### config.mk
export PLATFORM = sky130hd
export DESIGN_NAME = clk_div_bank_flat
export DESIGN_NICKNAME = d
export VERILOG_FILES = /design/src/rtl/clk_div_pkg.sv /design/src/rtl/clk_div_bank_if.sv /design/src/rtl/clk_div_chan.sv /design/src/rtl/clk_div_bank.sv /design/src/flat_wrapper.sv
export SDC_FILE = /design/constraint.sdc
export NUM_CORES = 1
export LEC_CHECK = 0
export CAP_MARGIN = 20
export CORE_MARGIN = 3
export CORE_UTILIZATION = 30
export DETAILED_ROUTE_END_ITERATION = 16
export MAX_ROUTING_LAYER = met4
export PLACE_DENSITY = 0.55
export SETUP_SLACK_MARGIN = 0.15
export SLEW_MARGIN = 30
export SYNTH_ARGS = -nofsm -noshare
export SYNTH_HDL_FRONTEND = slang
export SYNTH_SLANG_ARGS = --single-unit
### constraint.sdc
create_clock -name clk_i -period 5.9 [get_ports clk_i]
set_input_delay 0.885 -clock clk_i [delete_from_list [all_inputs] [get_ports clk_i]]
set_output_delay 0.885 -clock clk_i [all_outputs]
set_load 0.05 [all_outputs]
### src/rtl/clk_div_pkg.sv
// Shared types and helpers for the clock divider bank.
package clk_div_pkg;

  localparam int unsigned CFG_W = 16;

  typedef struct packed {
    logic [CFG_W-1:0] div;
    logic [CFG_W-1:0] high;
  } clk_div_cfg_t;

  // Roughly 50% duty, rounding the high phase up for odd divisors.
  function automatic int unsigned default_high(input int unsigned div);
    return div - (div >> 1);
  endfunction

endpackage

### src/rtl/clk_div_bank_if.sv
// Configuration write port of the clock divider bank (valid/ready).
interface clk_div_bank_if #(
  parameter int unsigned NCH   = 4,
  parameter int unsigned WIDTH = 16
);
  localparam int unsigned CHW = (NCH > 1) ? $clog2(NCH) : 1;

  logic             cfg_valid;
  logic             cfg_ready;
  logic [CHW-1:0]   cfg_ch;
  logic [WIDTH-1:0] cfg_div;
  logic [WIDTH-1:0] cfg_high;

  modport master (output cfg_valid, cfg_ch, cfg_div, cfg_high, input cfg_ready);
  modport slave  (input cfg_valid, cfg_ch, cfg_div, cfg_high, output cfg_ready);
endinterface

### src/rtl/clk_div_chan.sv
// One divider channel: counter, active/shadow settings, boundary-only apply.
module clk_div_chan
  import clk_div_pkg::*;
#(
  parameter int unsigned WIDTH       = CFG_W,
  parameter int unsigned DEFAULT_DIV = 2
) (
  input  logic               clk_i,
  input  logic               reset_n,
  input  logic               en_i,
  input  logic               sync_i,
  input  logic               wr_i,
  input  logic [2*WIDTH-1:0] cfg,
  output logic               pend_o,
  output logic               clk_o,
  output logic               tick_o
);

  typedef struct packed {
    logic [WIDTH-1:0] div;
    logic [WIDTH-1:0] high;
  } cfg_t;

  localparam logic [WIDTH-1:0] RST_DIV  = WIDTH'(DEFAULT_DIV);
  localparam logic [WIDTH-1:0] RST_HIGH = WIDTH'(default_high(DEFAULT_DIV));

  cfg_t             w_cfg;
  logic [WIDTH-1:0] r_div, r_high, r_sdiv, r_shigh, r_cnt;
  logic             r_pend, r_clk, r_tick;
  logic [WIDTH-1:0] w_eff_high;
  logic             w_wrap, w_stop, w_apply;

  assign w_cfg = cfg;

  always_comb begin
    w_eff_high = (r_high > r_div) ? r_div : r_high;
    // div-1 is only meaningful for a nonzero divisor
    w_wrap     = (r_div != '0) && (r_cnt == r_div - WIDTH'(1));
    w_stop     = !en_i || (r_div == '0);
    w_apply    = r_pend && (w_stop || sync_i || w_wrap);
  end

  always_ff @(posedge clk_i or negedge reset_n) begin
    if (!reset_n) begin
      r_div   <= RST_DIV;
      r_high  <= RST_HIGH;
      r_sdiv  <= RST_DIV;
      r_shigh <= RST_HIGH;
      r_pend  <= 1'b0;
      r_cnt   <= '0;
      r_clk   <= 1'b0;
      r_tick  <= 1'b0;
    end else begin
      if (w_stop || sync_i) begin
        r_cnt  <= '0;
        r_clk  <= 1'b0;
        r_tick <= 1'b0;
      end else begin
        r_tick <= (r_cnt == '0);
        r_clk  <= (r_cnt >= r_div - w_eff_high);
        r_cnt  <= w_wrap ? '0 : r_cnt + WIDTH'(1);
      end
      // A write is only accepted while nothing is pending, so it never meets an apply.
      if (w_apply) begin
        r_div  <= r_sdiv;
        r_high <= r_shigh;
        r_pend <= 1'b0;
      end else if (wr_i && !r_pend) begin
        r_sdiv  <= w_cfg.div;
        r_shigh <= w_cfg.high;
        r_pend  <= 1'b1;
      end
    end
  end

  assign pend_o = r_pend;
  assign clk_o  = r_clk;
  assign tick_o = r_tick;

endmodule

### src/rtl/clk_div_bank.sv
// Bank of NCH runtime-programmable clock dividers sharing one config port.
module clk_div_bank
  import clk_div_pkg::*;
#(
  parameter int unsigned NCH         = 4,
  parameter int unsigned WIDTH       = CFG_W,
  parameter int unsigned DEFAULT_DIV = 2
) (
  input  logic             clk_i,
  input  logic             reset_n,
  input  logic [NCH-1:0]   en_i,
  input  logic             sync_i,
  clk_div_bank_if.slave    cfg,
  output logic [NCH-1:0]   clk_o,
  output logic [NCH-1:0]   tick_o,
  output logic [NCH-1:0]   pending_o
);

  logic [NCH-1:0]     w_pend;
  logic [NCH-1:0]     w_wr;
  logic [2*WIDTH-1:0] w_cfg;
  logic               w_ch_ok;

  assign w_cfg   = {cfg.cfg_div, cfg.cfg_high};
  assign w_ch_ok = (32'(cfg.cfg_ch) < NCH);
  // Out-of-range channel writes are acknowledged and dropped.
  assign cfg.cfg_ready = w_ch_ok ? !w_pend[cfg.cfg_ch] : 1'b1;

  always_comb begin
    w_wr = '0;
    for (int unsigned i = 0; i < NCH; i++) begin
      w_wr[i] = cfg.cfg_valid && cfg.cfg_ready && (32'(cfg.cfg_ch) == i);
    end
  end

  for (genvar g = 0; g < NCH; g++) begin : g_ch
    clk_div_chan #(
      .WIDTH       (WIDTH),
      .DEFAULT_DIV (DEFAULT_DIV)
    ) u_chan (
      .clk_i   (clk_i),
      .reset_n (reset_n),
      .en_i    (en_i[g]),
      .sync_i  (sync_i),
      .wr_i    (w_wr[g]),
      .cfg     (w_cfg),
      .pend_o  (w_pend[g]),
      .clk_o   (clk_o[g]),
      .tick_o  (tick_o[g])
    );
  end

  assign pending_o = w_pend;

endmodule

### src/flat_wrapper.sv
// flat-port wrapper written by rule: the top's interface ports become plain ports
module clk_div_bank_flat import clk_div_pkg::*;
#(
  parameter int unsigned NCH         = 4,
  parameter int unsigned WIDTH       = CFG_W,
  parameter int unsigned DEFAULT_DIV = 2
)
  (clk_i, reset_n, en_i, sync_i, clk_o, tick_o, pending_o, cfg_cfg_valid, cfg_cfg_ch, cfg_cfg_div, cfg_cfg_high, cfg_cfg_ready);
  clk_div_bank_if #(.NCH(NCH), .WIDTH(WIDTH)) cfg_i ();
  input  logic clk_i;
  input  logic reset_n;
  input  logic [NCH-1:0] en_i;
  input  logic sync_i;
  output logic [NCH-1:0] clk_o;
  output logic [NCH-1:0] tick_o;
  output logic [NCH-1:0] pending_o;
  input wire logic [$bits(cfg_i.cfg_valid)-1:0] cfg_cfg_valid;
  input wire logic [$bits(cfg_i.cfg_ch)-1:0] cfg_cfg_ch;
  input wire logic [$bits(cfg_i.cfg_div)-1:0] cfg_cfg_div;
  input wire logic [$bits(cfg_i.cfg_high)-1:0] cfg_cfg_high;
  output wire logic [$bits(cfg_i.cfg_ready)-1:0] cfg_cfg_ready;
  assign cfg_i.cfg_valid = cfg_cfg_valid;
  assign cfg_i.cfg_ch = cfg_cfg_ch;
  assign cfg_i.cfg_div = cfg_cfg_div;
  assign cfg_i.cfg_high = cfg_cfg_high;
  assign cfg_cfg_ready = cfg_i.cfg_ready;
  clk_div_bank #(.NCH(NCH), .WIDTH(WIDTH), .DEFAULT_DIV(DEFAULT_DIV)) u_core (.clk_i(clk_i), .reset_n(reset_n), .en_i(en_i), .sync_i(sync_i), .cfg(cfg_i), .clk_o(clk_o), .tick_o(tick_o), .pending_o(pending_o));
endmodule
==> run metrics <==
outcome complete, no violations; P_leak 11.0 nW; H-Tree Depth 2; syn_nets about 2,300; overall die area between 70,000 and 80,000 sq um; worst reg2reg setup slack 0.52 ns; post-detailed-routing wire length 57.1 mm; RSZ-0062 raised after global routing yes; Die Span Y 275 microns; number of flops mapped to enable cells by yosys 0; Worst Path Required 6.35 ns; # nets final 2,329; antenna violations before repair 7; Final Instance Area 24,600 sq um; Core Footprint 70,800 sq um; GRT Total Usage 0.158; Final Setup Violations 0; Tmin final 5.38 ns; endpoints failing hold 0; TritonCTS buffer count 38; max_cap viols 0; Top FF cell, synth dfrtp_1; fill cell count 6,984; Mean Syn Cell Area about 11 sq um; GRT overflow 0; vias in the first global route 15,899; cell type with the highest aggregate area in the netlist dfrtp_1; Critical Path AT 5.83 ns; via count around 15,000; global-route wire length before repair between 90 and 100 mm; clock skew 0.0114 ns; Final period util 0.912; CP Max Fanout 22; maximum vdd drop 0.216 mV; Routed WL per cell 18.7 microns; proportion of layout cells with a drive suffix above 1 0.165; CTS tree built; Final Wtd Congestion 0.847; sequential area share after synthesis 0.385; top cell type's share of synthesized area 0.365; PD cells around 600 nW/um^2; Port-buffer cells 54; Syn. warnings 0; final antenna-violating net count 0; root buf cell clkbuf_16; vias per cell 5.05; number of distinct library cells after synthesis between 80 and 90; Hold Buf Count CTS 0; Area Overhead vs Synth 13.5%; worst min path class input port to async pin; DRT Pass-1 Iters 5; Setup CP Type flop to flop; Slew Limit Fails 0; CP endpoint kind flop; DRT iter0 DRCs 856; Yosys reg bits 332; Async SR Flop Fraction 1.00; startpoint types flop; cell count after synthesis roughly 2,000; Achievable Freq 0.186 GHz; Detailed Place HPWL 42.3 mm; Worst slew margin 0.441; Post-synth top cells dfrtp_1 (316), ha_1 (200), mux2_2 (142), nor2_1 (135), inv_1 (110); Synth Cell Area 21,700 sq um; area post-placement 23,200 sq um; Initial Util 0.306; Core Rows 97; Skew-Pair Late Insertion Delay 0.56 ns; Least-Margin Pin Slew 0.829 ns; largest net degree at the start of global routing between 100 and 150; Synth area leaders dfrtp_1 (37%), ha_1 (12%), mux2_2 (7.4%), mux2_4 (4.2%), xor2_1 (4.1%); CTS Sinks 332; # DRC 0; most common cell in the netlist dfrtp_1; Worst-path clk slew 0.06 ns; chip width roughly 270 microns; Ports 55; clk buf depth 3; Final TNS setup 0 ns
[timing repair]
| action | CTS | global route |
|---|---|---|
| endpoints found under the setup margin | 0 | 3 |
| buffers inserted | 0 | 7 |
| resized for setup | 0 | 9 |
[worst max-delay path: stages (launching register included)]
cell and delay (ns):
dfstp_2 0.61, inv_1 0.14, ha_1 0.33, nor2b_1 0.13, o21ai_0 0.17, o2111ai_1 0.16, a221oi_1 0.34, a221o_2 0.28
buf_4 0.28, nor2_1 0.06, a21oi_1 0.13, ha_1 0.31, a21oi_1 0.20, o21ai_1 0.18, nor3_1 0.27, a211oi_1 0.14
o21a_1 0.21, or3_1 0.30, nand2_1 0.08, ha_1 0.23, a21o_1 0.16, a211oi_1 0.21, o21ai_0 0.11, o221a_2 0.23
[placed cells by master (no fill, tap or decap), types with 6 or more instances in the layout]
cell             netlist  routed
and3_1                22      22
clkbuf_16              0      39
mux2_4                60      60
o21bai_1               7       7
nor2_1               135     135
nand3_1               64      64
clkdlybuf4s50_1        0      53
a21oi_1               88      87
or2_2                  7       7
o21a_1                12      12
a211o_1                7       7
nor4_1                24      24
xnor2_1               91      91
a21o_1                35      35
ha_1                 200     200
a31oi_1                8       8
nor2b_1               19      19
dfrtp_1              316     315
a41oi_1                8       8
mux2_1                55      55
dfstp_2               16      16
nand2_1               79      79
inv_1                110     110
o211ai_1               9       9
buf_4                 12      31
or4_1                  8       8
xor2_1               101     101
clkbuf_8               0       6
nand2b_1              18      18
o2111ai_1              7       7
a211oi_1              18      18
clkinv_2               0      10
nor3_1                45      43
mux2_2               142     142
o21ai_0               59      57
mux2i_1               46      46
nand4_1               42      42
[layer usage]
layer | vias up | global-route usage | part of all wire
met4 | 0 | 0.0552 | 0.032
met3 | 91 | 0.0195 | 0.030
met2 | 227 | 0.245 | 0.45
met5 | - | - | 0
met1 | 7685 | 0.213 | 0.48
li1 | 7410 | - | -
[final cells by class]
type | instances | area, sq um | share of cell area
Multi-Input combinational cell | 1512 | 12500 | 0.510
Sequential cell | 332 | 8330 | 0.339
Tap cell | 940 | 1180 | 0.0479
Clock buffer | 50 | 1080 | 0.0439
Timing Repair Buffer | 89 | 841 | 0.0342
Inverter | 110 | 413 | 0.0168
Clock inverter | 19 | 191 | 0.00779
Antenna cell | 1 | 2.50 | 0.000102
[logic make-up (layout without fill, tap and decap cells)]
group / after synthesis / count (layout) / share of synthesized area
simple gates: 501 / 501 / 0.118
flops: 332 / 332 / 0.385
compound gates: 311 / 311 / 0.0957
mux: 304 / 304 / 0.166
fa+ha+maj: 204 / 204 / 0.119
buf+inv: 193 / 268 / 0.0383
xor+xnor: 192 / 192 / 0.0777
other cells: 0 / 1 / 0
[sequential cells by signal, indices dropped and copies added (netlist names)]
| name | cells |
|---|---|
| u_core.g_ch.u_chan.r_div | 64 |
| u_core.g_ch.u_chan.r_high | 64 |
| u_core.g_ch.u_chan.r_shigh | 64 |
| u_core.g_ch.u_chan.clk_o | 4 |
| u_core.g_ch.u_chan.r_cnt | 64 |
| u_core.g_ch.u_chan.r_sdiv | 64 |
| u_core.g_ch.u_chan.pend_o | 4 |
| u_core.g_ch.u_chan.tick_o | 4 |
[power breakdown]
group | internal (mW) | switching, mW | total (mW)
clock network | 1.42 | 1.01 | 2.43
registers | 2.89 | 0.793 | 3.69
logic | 4.14 | 4.58 | 8.72
[metrics by stage]
step	total power, mW	setup WS, ns	utilization	cells	hold slack (ns)
global placement	12.0	0.388	0.328	2976	0.462
global route	16.3	0.141	0.347	3053	0.335
CTS	14.8	0.263	0.346	3045	0.306
detailed placement	12.3	0.303	0.328	2976	0.469
finish	14.8	0.520	0.347	3053	0.298
floorplan	10.2	0.459	-	2037	0.452
[path summary, 6_finish.rpt]
kind	from	cells past startpoint	end
worst min register to register	u_core.g_ch[3].u_chan.r_sdiv[2]$_DFFE_PN0P_	1	u_core.g_ch[3].u_chan.r_div[2]$_DFFE_PN0P_
min in group clk_i	u_core.g_ch[3].u_chan.r_sdiv[2]$_DFFE_PN0P_	1	u_core.g_ch[3].u_chan.r_div[2]$_DFFE_PN0P_
worst max register to register	u_core.g_ch[2].u_chan.r_div[1]$_DFFE_PN1P_	23	u_core.g_ch[2].u_chan.clk_o$_DFF_PN0_
worst min-delay path	reset_n	1	u_core.g_ch[2].u_chan.r_cnt[12]$_DFF_PN0_
worst max-delay path	u_core.g_ch[2].u_chan.r_div[1]$_DFFE_PN1P_	23	u_core.g_ch[2].u_chan.clk_o$_DFF_PN0_
max in group asynchronous	reset_n	2	u_core.g_ch[3].u_chan.r_div[11]$_DFFE_PN0P_
(Power assumes the default switching activity.)
